**src/rtl/seq_det_pkg.sv**
```systemverilog
// seq_det_pkg
//   Shared types for the programmable sequence detector.
//   - state_t   : controller state encoding (IDLE, RUN, HOLD)
//   - len_width : width of the pattern-length field for a given PAT_W
package seq_det_pkg;

    typedef enum logic [1:0] {
        IDLE = 2'd0,
        RUN  = 2'd1,
        HOLD = 2'd2
    } state_t;

    // Enough bits to hold the value PAT_W itself (lengths run 1..PAT_W).
    function automatic int len_width(input int pat_w);
        return $clog2(pat_w) + 1;
    endfunction

endpackage

```
**src/rtl/seq_det_matcher.sv**
```systemverilog
// seq_det_matcher
//   History shift register, fill counter and length-masked pattern compare.
//   Ports:
//     clk, rst  : clock, asynchronous active-low reset
//     shift_en  : an accepted bit is presented this cycle
//     clr       : clear history and fill count (start of a run)
//     x         : serial bit
//     pat, len  : latched pattern and clamped length (1..PAT_W)
//     ovl       : 1 = overlapping detection
//     match     : combinational, high when the accepted bit completes the pattern
module seq_det_matcher
    import seq_det_pkg::*;
#(
    parameter int PAT_W = 8,
    parameter int LEN_W = len_width(PAT_W)
) (
    input  logic             clk,
    input  logic             rst,
    input  logic             shift_en,
    input  logic             clr,
    input  logic             x,
    input  logic [PAT_W-1:0] pat,
    input  logic [LEN_W-1:0] len,
    input  logic             ovl,
    output logic             match
);

    logic [PAT_W-1:0] hist;
    logic [PAT_W-1:0] cand;
    logic [PAT_W-1:0] mask;
    logic [LEN_W-1:0] fill;
    logic             fill_ok;

    // Candidate window: the history as it will look after this bit shifts in.
    assign cand = {hist[PAT_W-2:0], x};

    always_comb begin
        mask = '0;
        for (int i = 0; i < PAT_W; i++) begin
            mask[i] = (i < int'(len));
        end
    end

    // len is never 0 here, so len-1 cannot wrap. The fill guard is what keeps
    // reset zeros in the history from ever matching an all-zero pattern.
    assign fill_ok = (fill >= (len - LEN_W'(1)));
    assign match   = shift_en && fill_ok && ((cand & mask) == (pat & mask));

    always_ff @(posedge clk or negedge rst) begin
        if (!rst) begin
            hist <= '0;
            fill <= '0;
        end else if (clr) begin
            hist <= '0;
            fill <= '0;
        end else if (shift_en) begin
            hist <= cand;
            if (match && !ovl) begin
                fill <= '0;
            end else if (fill < len) begin
                fill <= fill + LEN_W'(1);
            end
        end
    end

endmodule

```
**src/rtl/seq_det_ctrl.sv**
```systemverilog
// seq_det_ctrl
//   Armed/disarmed serial sequence-detector controller.
//   Ports:
//     clk, rst          : clock, asynchronous active-low reset
//     cfg_we            : configuration write (IDLE only)
//     cfg_pat/len/ovl/thresh : pattern, length, overlap mode, match threshold
//     arm, disarm       : start/restart a run, abort to IDLE (disarm wins)
//     x_valid, x        : serial bit input
//     x_ready           : bit acceptance (high in RUN)
//     hit               : match pulse
//     hit_cnt           : matches in the current run, saturating
//     done, busy        : HOLD / RUN indicators
//     state_dbg         : current controller state
//   Build option SEQ_DET_HIT_REG_EN: when defined, hit is registered and
//   appears one cycle after the matching bit; otherwise it is combinational.
//
//   Handshake: a bit transfers on a rising edge where x_valid && x_ready and
//   disarm is low; x_ready depends only on the state register, x_valid may
//   assert at any time and the source must hold x until the transfer.
module seq_det_ctrl
    import seq_det_pkg::*;
#(
    parameter int PAT_W = 8,
    parameter int CNT_W = 8,
    parameter int LEN_W = len_width(PAT_W)
) (
    input  logic             clk,
    input  logic             rst,
    input  logic             cfg_we,
    input  logic [PAT_W-1:0] cfg_pat,
    input  logic [LEN_W-1:0] cfg_len,
    input  logic             cfg_ovl,
    input  logic [CNT_W-1:0] cfg_thresh,
    input  logic             arm,
    input  logic             disarm,
    input  logic             x_valid,
    input  logic             x,
    output logic             x_ready,
    output logic             hit,
    output logic [CNT_W-1:0] hit_cnt,
    output logic             done,
    output logic             busy,
    output state_t           state_dbg
);

    state_t           state;
    logic [PAT_W-1:0] pat_q;
    logic [LEN_W-1:0] len_q;
    logic             ovl_q;
    logic [CNT_W-1:0] thresh_q;
    logic [LEN_W-1:0] len_clamped;
    logic [CNT_W-1:0] cnt_inc;
    logic             shift_en;
    logic             restart;
    logic             match;

    always_comb begin
        len_clamped = cfg_len;
        if (cfg_len == '0) begin
            len_clamped = LEN_W'(1);
        end else if (cfg_len > LEN_W'(PAT_W)) begin
            len_clamped = LEN_W'(PAT_W);
        end
    end

    // disarm blocks both the bit and the restart in the same cycle.
    assign shift_en = (state == RUN) && x_valid && !disarm;
    assign restart  = (state != RUN) && arm && !disarm;
    assign cnt_inc  = (&hit_cnt) ? hit_cnt : hit_cnt + CNT_W'(1);

    seq_det_matcher #(
        .PAT_W (PAT_W),
        .LEN_W (LEN_W)
    ) u_matcher (
        .clk      (clk),
        .rst      (rst),
        .shift_en (shift_en),
        .clr      (restart),
        .x        (x),
        .pat      (pat_q),
        .len      (len_q),
        .ovl      (ovl_q),
        .match    (match)
    );

`ifdef SEQ_DET_HIT_REG_EN
    logic hit_q;
`endif

    always_ff @(posedge clk or negedge rst) begin
        if (!rst) begin
            state    <= IDLE;
            pat_q    <= '0;
            len_q    <= LEN_W'(1);
            ovl_q    <= 1'b0;
            thresh_q <= '0;
            hit_cnt  <= '0;
`ifdef SEQ_DET_HIT_REG_EN
            hit_q    <= 1'b0;
`endif
        end else begin
`ifdef SEQ_DET_HIT_REG_EN
            hit_q <= match && !disarm;
`endif
            case (state)
                IDLE: begin
                    if (cfg_we) begin
                        pat_q    <= cfg_pat;
                        len_q    <= len_clamped;
                        ovl_q    <= cfg_ovl;
                        thresh_q <= cfg_thresh;
                    end
                    if (restart) begin
                        state   <= RUN;
                        hit_cnt <= '0;
                    end
                end
                RUN: begin
                    if (disarm) begin
                        state <= IDLE;
                    end else if (match) begin
                        hit_cnt <= cnt_inc;
                        if ((thresh_q != '0) && (cnt_inc == thresh_q)) begin
                            state <= HOLD;
                        end
                    end
                end
                HOLD: begin
                    if (disarm) begin
                        state <= IDLE;
                    end else if (restart) begin
                        state   <= RUN;
                        hit_cnt <= '0;
                    end
                end
                default: state <= IDLE;
            endcase
        end
    end

`ifdef SEQ_DET_HIT_REG_EN
    assign hit = hit_q;
`else
    assign hit = match;
`endif

    assign x_ready   = (state == RUN);
    assign busy      = (state == RUN);
    assign done      = (state == HOLD);
    assign state_dbg = state;

endmodule

```
**config.mk**
```make
export PLATFORM = sky130hd
export DESIGN_NAME = seq_det_ctrl
export DESIGN_NICKNAME = d
export VERILOG_FILES = /design/src/rtl/seq_det_pkg.sv /design/src/rtl/seq_det_matcher.sv /design/src/rtl/seq_det_ctrl.sv
export SDC_FILE = /design/constraint.sdc
export NUM_CORES = 1
export LEC_CHECK = 0
export BUFFER_PORTS_ARGS = -buffer_cell sky130_fd_sc_hd__buf_2
export CAP_MARGIN = 20
export CORE_MARGIN = 2
export CORE_UTILIZATION = 60
export CTS_CLUSTER_SIZE = 14
export DETAILED_ROUTE_END_ITERATION = 8
export PLACE_DENSITY = 0.84
export SLEW_MARGIN = 30
export SYNTH_ARGS = -nofsm -noshare
export SYNTH_HDL_FRONTEND = slang
export SYNTH_SLANG_ARGS = --single-unit
```
**constraint.sdc**
```tcl
create_clock -name clk -period 4.95 [get_ports clk]
set_input_delay 0.99 -clock clk [delete_from_list [all_inputs] [get_ports clk]]
set_output_delay 0.99 -clock clk [all_outputs]
set_load 0.02 [all_outputs]
```
# ---- Word-level counts from Yosys, hierarchy flattened
# Cells that the tools add are included.
dict set report totals {
  output_inout_bits 14
  mem_count 0
  ram_bits 0
  latch_bits 0
  register_bits 42
  rom_bits 0
  wordCells 75
}
dict set report classes {
  eq_ne 10
  mux 20
  order_cmp 11
  bitwise 2
  n_mul 0
  addsub 3
  div_mod_pow 0
  reduce_logical 21
  shifts 0
}
# cell n
set ops {}
lappend ops {{$mux W8} 5}
lappend ops {{$mux W4} 6}
lappend ops {{$pmux W8 S3} 1}
lappend ops {{$and A8 B8 Y8} 2}
lappend ops {{$eq A8 B8 Y1} 2}
lappend ops {{$lt A3 B4 Y1 const A} 4}
lappend ops {{$mux W7} 2}
lappend ops {{$mux W2} 5}
lappend ops {{$add A8 B1 Y8 const B} 1}
lappend ops {{$logic_and A1 B1 Y1} 8}
lappend ops {{$lt A1 B4 Y1 const A} 2}
lappend ops {{$lt A2 B4 Y1 const A} 2}
lappend ops {{$reduce_and A8 Y1} 1}
lappend ops {{$reduce_bool A8 Y1} 1}
lappend ops {{$ne A3 B2 Y1 const B} 2}
lappend ops {{$pmux W2 S3} 1}
lappend ops {{$reduce_and A2 Y1} 3}
lappend ops {{$reduce_bool A3 Y1} 2}
lappend ops {{$add A4 B1 Y4 const B} 1}
lappend ops {{$ge A4 B4 Y1} 1}
lappend ops {{$gt A4 B4 Y1 const B} 1}
lappend ops {{$logic_not A4 Y1} 1}
lappend ops {{$lt A4 B4 Y1} 1}
lappend ops {{$ne A2 B1 Y1 const B} 2}
lappend ops {{other kinds (8)} 10}

# ---- Depth between registers and ports, before layout
# Gate-level depths: netlist of the first run.
dict set report logic_depth {
  depth_word 9
  ltp_mapped 11
  depth_no_buf 11
}

# ---- Hierarchy
# Synthesis of the first run repeated with hierarchy kept, for this count alone.
dict set report hier_totals {
  hier_cells 272
  area_unflattened_um2 2691.3
}
# mod n_inst area_each_um2 cells_per_inst
set by_module_without_submodules {}
lappend by_module_without_submodules {seq_det_ctrl 1 1711.6 167}
lappend by_module_without_submodules {seq_det_matcher 1 979.7 105}

# ---- Worst setup path before layout of the first run
# OpenSTA, ideal clock, no wires.
dict set report synth_path {
  kind {input port to output port}
  from {input disarm}
  to {output hit}
  path_buffers 1
  required_time_ps 3960
  arrival_time_ps 2049
  cell_stages 6
  slack_ps 1911
  cell_sequence {and4bb_1 > buf_6 > a21boi_2 > and3_1 > o2111ai_2 > inv_1}
}
dict set report synth_between {
  elab_chain_cells 4
}
# item line
set synth_lines {}
lappend synth_lines {{start, declared} seq_det_ctrl.sv:35} ;# input logic disarm,
lappend synth_lines {{$logic_not A1 Y1} seq_det_ctrl.sv:67} ;# assign shift_en = (state == RUN) && x_valid && !disarm;
lappend synth_lines {{$logic_and A1 B1 Y1} seq_det_ctrl.sv:67}
lappend synth_lines {{$logic_and A1 B1 Y1 (2 in a row)} seq_det_matcher.sv:47} ;# assign match = shift_en && fill_ok && ((cand & mask) == (pat & mask));
lappend synth_lines {{end, declared} seq_det_ctrl.sv:39} ;# output logic hit,
# No other way between the ends.

# ---- Worst setup path after layout of the first run
# Same ends and word-level chain as after synthesis.

==> results of run 1 <==
worst max-delay path: stages:
cell and delay, ns:
buf_2 0.13, and4bb_1 0.50, a21boi_2 0.24, and3_1 0.18, o2111ai_2 0.19, inv_1 0.15
buf_2 0.18
cell usage after synthesis (2+ instances only):
master     n
ha_1      13
nand2_1   15
nand3_1    4
xnor2_1   10
nand3b_1   3
and3_1     3
dfrtp_1   41
nor3b_1    6
buf_2      2
inv_1      8
buf_4      2
nor2b_1    4
a31o_2     2
a22o_1     8
mux2i_1    3
nor3_1     4
mux2_2    18
xor2_1     8
nor4_1     2
o21a_1     3
o21ai_0   14
a21oi_1   14
nand2b_1   7
clkbuf_1   3
nor2_1    12
a211o_1    3
or3_1      2
o22ai_1    2
power by group through the flow:
stage | registers, uW | clock network (uW) | logic [uW]
finish | 421 | 272 | 193
global route | 427 | 295 | 216
CTS | 420 | 275 | 195
detailed placement | 427 | 0 | 192
global placement | 425 | 0 | 185
floorplan | 412 | 0 | 149
state kept, by name, indices dropped and copies added, names as in the netlist:
| signal | flops |
|---|---|
| hit_cnt | 8 |
| len_q | 4 |
| ovl_q | 1 |
| pat_q | 8 |
| state_dbg | 2 |
| thresh_q | 8 |
| u_matcher.fill | 4 |
| u_matcher.hist | 7 |
logic make-up (layout without fill, tap and decap cells):
| family | count (synthesis) | count (layout) | share of synthesized area, % |
|---|---|---|---|
| muxes | 21 | 21 | 9.32 |
| buffers and inverters | 17 | 59 | 3.26 |
| adders and majority gates | 13 | 13 | 6.51 |
| xor gates and xnor gates | 18 | 18 | 6.31 |
| AOI/OAI and AO/OA | 59 | 59 | 16.5 |
| DFF | 42 | 42 | 42.1 |
| and+or+nand+nor | 70 | 70 | 16.0 |
how the worst min path moves through the flow:
stage | from | to | slack, ns | cells after the start
after CTS | pat_q[0]$_DFFE_PN0P_ | pat_q[0]$_DFFE_PN0P_ | 0.53 | 1
after detailed placement | pat_q[0]$_DFFE_PN0P_ | pat_q[0]$_DFFE_PN0P_ | 0.52 | 1
after global placement | pat_q[0]$_DFFE_PN0P_ | pat_q[0]$_DFFE_PN0P_ | 0.51 | 1
after floorplan | u_matcher.hist[6]$_DFFE_PN0P_ | u_matcher.hist[6]$_DFFE_PN0P_ | 0.49 | 1
after global routing | pat_q[0]$_DFFE_PN0P_ | pat_q[0]$_DFFE_PN0P_ | 0.55 | 1
final | pat_q[0]$_DFFE_PN0P_ | pat_q[0]$_DFFE_PN0P_ | 0.53 | 1
cell type report:
type	instances	area [um^2]
clock inverter	2	37.5
clock buffer	6	72.6
multi-input combinational	181	1370
sequential	42	1050
timing repair buffer	42	215
fill	301	1160
inverter	9	33.8
tap	50	62.6
through the flow:
step	power [uW]	setup WS, ns	hold WS [ns]	instance area, um^2
floorplan	561	1.91	0.485	2500
finish	886	1.40	0.534	2840
CTS	890	1.38	0.535	2840
global placement	610	1.48	0.511	2730
global route	937	1.21	0.549	2840
detailed placement	619	1.39	0.517	2730
metal layers:
layer,GRT usage (%),vias to the layer above,routed length (um)
li1,-,952,-
met1,33.8,965,2400
met2,36.5,69,2320
met3,4.87,7,302
met4,9.25,0,82
met5,0,-,0
==> flow_metrics.tcl, run 1 <==
set metrics [dict create \
    status "finished, final reports clean" \
    clock_power_share_pct 30.7 \
    syn_inst 240 \
    grt_pass1_wl_mm 8.28 \
    cts-root-buf "clkbuf_8" \
    postCtsSetupRepairBufs 0 \
    arrival_ns 2.56 \
    setup_tns_ns 0 \
    r2r_start "len_q[0]$_DFFE_PN1P_" \
    cp.required_ns 3.96 \
    worstSetupStartpointType "input pin" \
    syn_avg_cell_area_um2 10.4 \
    netlist_area_um2 2500 \
    fin_crit_ns 3.55 \
    numCtsBuffers 5 \
    detail_route.wirelength_mm 5.10 \
    core.rowCount 23 \
    htreeDepth 2 \
    worstRegToRegCells 11 \
    reg2reg_slack_ns 1.93 \
    critical_path_class "in2out" \
    synth-seq-cells 42 \
    p_leak_uw 0.00132 \
    die-width_um 68.5 \
    hold_viol 0 \
    cts_tree "yes" \
    wl_per_cell_um 15.4 \
    cp-end-kind "primary output" \
    final_util_pct 71.1 \
    setup_viol 0 \
    drive_above_1_share_pct 27.3 \
    die_area_um2 4690 \
    grt-ovfl-total 0 \
    synth_top_area_share_pct 41.1 \
    diodes 0 \
    intPower_uw 626 \
    via_per_inst 6.00 \
    rsz0062_at_grt "no" \
    worstMarginPinSlew_ns 0.511 \
    ios 42 \
    hpwlAfterDp_mm 3.84 \
    combPwrFrac_pct 21.8 \
    core-area_um2 4000 \
    synthFlopType "dfrtp_1" \
    synth.distinct_cells 52 \
    synth_edf_count 0 \
    grt_usage_pct 24.0 \
    min_path_type "reg2reg" \
    dieHeight_um 68.5 \
    slew_violations 0 \
    vias 1993 \
    area_growth_pct 13.8 \
    critPathLaunch "disarm" \
    grt_max_degree 43 \
    synth_area_leader_cell "dfrtp_1" \
    instances_no_fill 332 \
    drt_iter0_drc 116 \
    power_switching_uw 260 \
    synth_fp_nets 281 \
    layout.nets 322 \
    postRouteAntennaNets 0 \
    cts_buffer_depth 2 \
    min_period_over_period_pct 71.7 \
    skew_ns 0.00400 \
    placed_cells 324 \
    drtPass1Iterations 4 \
    ctsHoldBuffers 0 \
    antenna_found_initial 0 \
    endpoint "hit" \
    synth_warnings 0 \
    final_cell_mix "dfrtp_1 (41), buf_2 (40), mux2_2 (18), nand2_1 (15)" \
    synthTopCellsByArea "dfrtp_1 (41%), mux2_2 (8.1%), ha_1 (6.5%)" \
    vdd_drop_max_v 0.000237 \
    regToRegEndpoint "state_dbg[0]$_DFFE_PN0P_" \
    start_util_pct 62.4 \
    max_freq_mhz 282 \
    cts_resized 0 \
    numPortBuffers 41 \
    worstPathMaxFanout 10 \
    seqPwrFrac_pct 47.5 \
    swShare_pct 29.4 \
    clkSinkCount 42 \
    yosysSeqAreaShare_pct 42.1 \
    synthArstFlopShare_pct 100 \
    drv_cap 0 \
    drcViolationCount 0 \
    relSlewSlack_pct 65.8 \
    cts.clk_slew.worst_paths_ns 0.08 \
    final_common_cell "dfrtp_1" \
    power_density_nw_per_um2 312 \
    grt_pass1_vias 1825 \
    gp_congestion 0.846 \
    clk_latency_ns 0.30 \
]
Power figures use the tool's default switching activity.
==> run 2, diff against run 1 <==
- ABC_AREA: not set -> 1
- CORE_UTILIZATION: 60 -> 51
- PLACE_DENSITY: 0.84 -> 0.76
- clock period: 4.95 -> 3.25 ns (I/O delays scaled with it)
==> run 2 against run 1 <==
  * Critical path type is now reg2out
  * Synthesized cell count rose by 43%
  * Register-to-register slack worse by 1.0 ns
  * Die area is 20% higher
==> flow_metrics.tcl, run 2 <==
set metrics [dict create \
    clock_power_share_pct 21.2 \
    grt_pass1_wl_mm 9.09 \
    instances_no_fill 453 \
    crit_cells 10 \
    placed_cells 445 \
    drtPass1Iterations 4 \
    min_period_over_period_pct 91.8 \
    netlist_area_um2 2570 \
    finalPower_uw 1600 \
    slew_violations 0 \
    synth_most_common_cell "nand2_1" \
    hold_viol 0 \
    numCtsBuffers 5 \
    diodes 0 \
    cp_top_family "adder cells" \
    ctsHoldBuffers 0 \
    die-width_um 75.0 \
    critPathLaunch "len_q[0]$_DFFE_PN1P_" \
    ios 42 \
    syn_avg_cell_area_um2 7.51 \
    synth_warnings 0 \
    synthTopCellsByArea "dfrtp_1 (40%), nand2_1 (15%), nand3_1 (7.4%)" \
    grt_usage_pct 21.0 \
    final_cell_mix "nand2_1 (100), inv_1 (50), dfrtp_1 (41), buf_2 (40), nand3_1 (38)" \
    endpoint "hit" \
    final_common_cell "nand2_1" \
    drv_cap 0 \
    htreeDepth 2 \
    r2r_start "len_q[0]$_DFFE_PN1P_" \
    synth_edf_count 0 \
    slowest_stage "dfstp_2" \
    setup_viol 0 \
    fin_crit_ns 2.98 \
    reg2reg_slack_ns 0.88 \
    combPwrFrac_pct 34.8 \
    die_area_um2 5620 \
    cts_tree "yes" \
    power_switching_uw 623 \
    worstPathMaxFanout 7 \
    max_freq_mhz 335 \
    worstSetupStartpointType "register" \
    synth_top_area_share_pct 39.9 \
    crit_path_max_incr_delay_ns 0.57 \
    final_util_pct 61.0 \
    rsz0062_at_grt "no" \
    synth-seq-cells 42 \
    power_density_nw_per_um2 548 \
    hpwlAfterDp_mm 4.17 \
    postRouteAntennaNets 0 \
    drcViolationCount 0 \
    start_util_pct 53.7 \
    area_growth_pct 13.7 \
    synth_fp_nets 383 \
    swShare_pct 38.9 \
    p_leak_uw 0.00164 \
    clkSinkCount 42 \
    syn_inst 342 \
    via_per_inst 5.07 \
    status "finished, final reports clean" \
    intPower_uw 978 \
    synth.distinct_cells 34 \
    dieHeight_um 75.0 \
    reg.largest.list "hit_cnt (8), pat_q (8), thresh_q (8)" \
    core.rowCount 25 \
    relSlewSlack_pct 44.3 \
    cp_cell_sequence "inv_1, ha_1, ha_1, inv_1, nor2_1, o211ai_1, nand3_1, nand3_2, inv_1, buf_2" \
    synth_common_cells "nand2_1 (100), inv_1 (50), dfrtp_1 (41)" \
    arrival_ns 2.33 \
    path_buf_inv 4 \
    crit_top_cell "inv_1" \
    multi_input_area_um2 1280 \
    worstRegToRegCells 12 \
    drt_iter0_drc 149 \
    synth_area_leader_cell "dfrtp_1" \
    numPortBuffers 41 \
    cts-root-buf "clkbuf_8" \
    layout.nets 426 \
    seqPwrFrac_pct 44.0 \
    min_path_type "in2async" \
    vias 2297 \
    synthFlopType "dfrtp_1" \
    cp.required_ns 2.60 \
    grt_pass1_vias 2086 \
    grt_max_degree 43 \
    postCtsSetupRepairBufs 0 \
    antenna_found_initial 0 \
    regToRegEndpoint "u_matcher.fill[2]$_DFFE_PN0P_" \
    vdd_drop_max_v 0.000354 \
    drive_above_1_share_pct 16.8 \
    cts_buffer_depth 2 \
    synthArstFlopShare_pct 100 \
    cts_resized 0 \
    critical_path_class "reg2out" \
    cp-end-kind "primary output" \
    setup_tns_ns 0 \
    fillers 441 \
    gp_congestion 0.881 \
    regArea_um2 1050 \
    detail_route.wirelength_mm 5.47 \
    grt-ovfl-total 0 \
    yosysSeqAreaShare_pct 40.9 \
    worstMarginPinSlew_ns 0.834 \
    skew_ns 0.00256 \
    wl_per_cell_um 12.1 \
    cts.clk_slew.worst_paths_ns 0.08 \
    clk_latency_ns 0.30 \
    core-area_um2 4790 \
]
## run 2: cell count changes in the layout (fill, tap and decap cells not counted), moves of 6 or more
cell | before | now
nand2_1 | 15 | 100
inv_1 | 8 | 50
nand3_1 | 4 | 38
mux2_2 | 18 | 0
nor2_1 | 12 | 21
a22o_1 | 8 | 0
a21oi_1 | 14 | 7
nand2b_1 | 7 | 0
o22ai_1 | 2 | 9
xnor2_1 | 10 | 4
## run 2: kinds of logic (layout without fill, tap and decap cells)
kind of cell	count (synthesis)	in the layout	synth area share (%)
compound gates	43	43	9.93
xor+xnor	9	9	3.07
fa+ha+maj	13	13	6.33
buf+inv	59	103	9.06
flops	42	42	40.9
simple gates	176	176	30.7
## run 2: power by group through the flow
| stage | Combinational (uW) | Clock (uW) | Sequential, uW |
|---|---|---|---|
| 6_report | 557 | 339 | 705 |
| 3_5_place_dp | 556 | 0 | 713 |
| 2_1_floorplan | 408 | 0 | 707 |
| 5_1_grt | 645 | 366 | 717 |
| 4_1_cts | 560 | 349 | 703 |
| 3_3_place_gp | 538 | 0 | 710 |
## run 2: how the worst min path moves through the flow
stage                    startpoint                             to  depth (start not counted)
2_1_floorplan                   rst         hit_cnt[0]$_DFFE_PN0P_                          0
3_3_place_gp   pat_q[6]$_DFFE_PN0P_           pat_q[6]$_DFFE_PN0P_                          2
3_5_place_dp   pat_q[6]$_DFFE_PN0P_           pat_q[6]$_DFFE_PN0P_                          2
4_1_cts                         rst  u_matcher.hist[4]$_DFFE_PN0P_                          1
5_1_grt                         rst  u_matcher.hist[2]$_DFFE_PN0P_                          1
6_report                        rst           pat_q[6]$_DFFE_PN0P_                          1
## run 2: cell type report
class,count,share of cell area [%]
multi-input cells,241,44.0
flip-flops and latches,42,36.0
repair buffers,41,7.11
inverters,54,6.94
well taps,67,2.87
clock buffers,5,2.36
clock inverters,3,0.728
## run 2: layer usage
metal	routed length [um]	track usage, %	vias to the layer above
met5	0	0	-
li1	-	-	1181
met4	93	7.14	0
met2	2530	33.0	52
met1	2630	28.9	1054
met3	216	4.55	10
## run 2: per-stage QoR
stage          setup slack, ns  hold slack (ns)  area (um^2)
2_1_floorplan            0.830            0.354         2570
3_3_place_gp             0.681            0.496         2830
3_5_place_dp             0.578            0.495         2830
4_1_cts                  0.252            0.516         2920
5_1_grt                  0.145            0.371         2920
6_report                 0.266            0.326         2920
==> run 3, diff against run 2 <==
- CORE_MARGIN: 2 -> not set
- SETUP_SLACK_MARGIN: not set -> 0.5
==> run 3 against run 2 <==
  * Setup slack better by 0.27 ns
  * Power increased by 14%
  * Combinational power rose by 11%
  * Sequential share of layout area is 1.3 points lower
  * Largest cell class unchanged
  * Non-clock buffer count grew 4
  * Flip-flop and latch count stayed put
==> flow_metrics.tcl, run 3 (synthesis gave the netlist of run 2 again) <==
set metrics [dict create \
    status "finished, final reports clean" \
    ios 42 \
    final_util_pct 63.5 \
    path_buf_inv 4 \
    p_leak_uw 0.00168 \
    reg.largest.list "hit_cnt (8), pat_q (8), thresh_q (8)" \
    combPwrFrac_pct 33.9 \
    rsz0062_at_grt "yes" \
    core-area_um2 4790 \
    drtPass1Iterations 4 \
    crit_path_max_incr_delay_ns 0.56 \
    intPower_uw 1160 \
    cts-root-buf "clkbuf_8" \
    grt_pass1_wl_mm 9.82 \
    drive_above_1_share_pct 20.0 \
    critical_path_class "reg2out" \
    skew_ns 0.00960 \
    relSlewSlack_pct 44.3 \
    cp-end-kind "primary output" \
    swShare_pct 36.1 \
    power_switching_uw 658 \
    fin_crit_ns 2.71 \
    max_freq_mhz 369 \
    cp_top_family "flip-flops" \
    drcViolationCount 0 \
    final_cell_mix "nand2_1 (100), inv_1 (45), dfrtp_1 (40), buf_2 (39), nand3_1 (38)" \
    grt_max_degree 43 \
    detail_route.wirelength_mm 5.84 \
    layout.nets 430 \
    die-width_um 73.0 \
    hpwlAfterDp_mm 4.23 \
    seqPwrFrac_pct 38.8 \
    drv_cap 0 \
    arrival_ns 2.06 \
    grt_usage_pct 24.2 \
    grt-ovfl-total 0 \
    slowest_stage "dfstp_2" \
    htreeDepth 2 \
    cts_buffer_depth 2 \
    slew_violations 0 \
    numCtsBuffers 5 \
    hold_viol 0 \
    numPortBuffers 41 \
    drt_iter0_drc 82 \
    die_area_um2 5330 \
    setup_tns_ns 0 \
    gp_congestion 0.889 \
    clk_latency_ns 0.30 \
    vias 2356 \
    clock_power_share_pct 27.3 \
    dieHeight_um 73.0 \
    postRouteAntennaNets 0 \
    cp_cell_sequence "inv_4, ha_4, ha_4, inv_2, nor2_2, o211ai_1, nand3_1, nand3_2, inv_2, buf_6" \
    worstSetupStartpointType "register" \
    min_path_type "in2async" \
    worstMarginPinSlew_ns 0.835 \
    min_period_over_period_pct 83.4 \
    cts.clk_slew.worst_paths_ns 0.09 \
    core.rowCount 25 \
    area_growth_pct 18.2 \
    worstPathMaxFanout 4 \
    clkSinkCount 42 \
    final_common_cell "nand2_1" \
    cts_tree "yes" \
    multi_input_area_um2 1310 \
    wl_per_cell_um 12.8 \
    grt_pass1_vias 2234 \
    start_util_pct 53.7 \
    antenna_found_initial 0 \
    via_per_inst 5.16 \
    regArea_um2 1050 \
    power_density_nw_per_um2 600 \
    fillers 447 \
    setup_viol 0 \
    diodes 0 \
    vdd_drop_max_v 0.000347 \
    cp.required_ns 2.60 \
]
-- run 3: final cells by class --
cell class | count | area share [%]
sequential | 42 | 34.7
timing repair buffer | 45 | 8.03
inverter | 54 | 6.76
tap | 67 | 2.76
clock buffer | 5 | 2.27
clock inverter | 3 | 2.27
multi-input combinational | 241 | 43.2
-- run 3: path summary, 6_finish.rpt --
check                                     start                       endpoint  slack [ns]  depth (start not counted)
max reg2reg                len_q[0]$_DFFE_PN1P_  u_matcher.fill[2]$_DFFE_PN0P_        0.86                         14
max                        len_q[0]$_DFFE_PN1P_                            hit        0.54                         10
max in group asynchronous                   rst           len_q[2]$_DFFE_PN0P_        2.52                          1
min reg2reg                pat_q[6]$_DFFE_PN0P_           pat_q[6]$_DFFE_PN0P_        0.51                          2
min                                         rst         hit_cnt[7]$_DFFE_PN0P_        0.33                          1
min in group clk           pat_q[6]$_DFFE_PN0P_           pat_q[6]$_DFFE_PN0P_        0.51                          2
-- run 3: metal layers --
metal / part of all wire, % / global-route usage [%] / vias to the layer above
met2: 49 / 40.3 / 69
met3: 3.5 / 3.87 / 10
li1: - / - / 1188
met5: 0 / 0 / -
met1: 45 / 30.9 / 1089
met4: 2.1 / 11.1 / 0
-- run 3: power groups by stage --
stage                     clock [uW]  combinational [uW]  sequential, uW
after global routing             529                 706             721
final                            498                 617             707
after CTS                        507                 593             704
after detailed placement           0                 561             714
after floorplan                    0                 408             707
after global placement             0                 538             709
-- run 3: through the flow --
step / total power [uW] / hold slack (ns) / std cells / setup WS, ns / area [um^2]
after floorplan: 1110 / 0.354 / 342 / 0.830 / 2570
after global placement: 1250 / 0.495 / 445 / 0.679 / 2830
after detailed placement: 1280 / 0.495 / 445 / 0.613 / 2830
after CTS: 1800 / 0.516 / 455 / 0.504 / 3010
after global routing: 1960 / 0.359 / 457 / 0.495 / 3040
final: 1820 / 0.328 / 457 / 0.540 / 3040
-- run 3: what timing repair did --
item | CTS | global route
setup endpoints to repair | 1 | 1
resized for setup | 3 | 9
pin swaps | 3 | 3
hold buffers | 0 | 0
setup buffers | 2 | 2
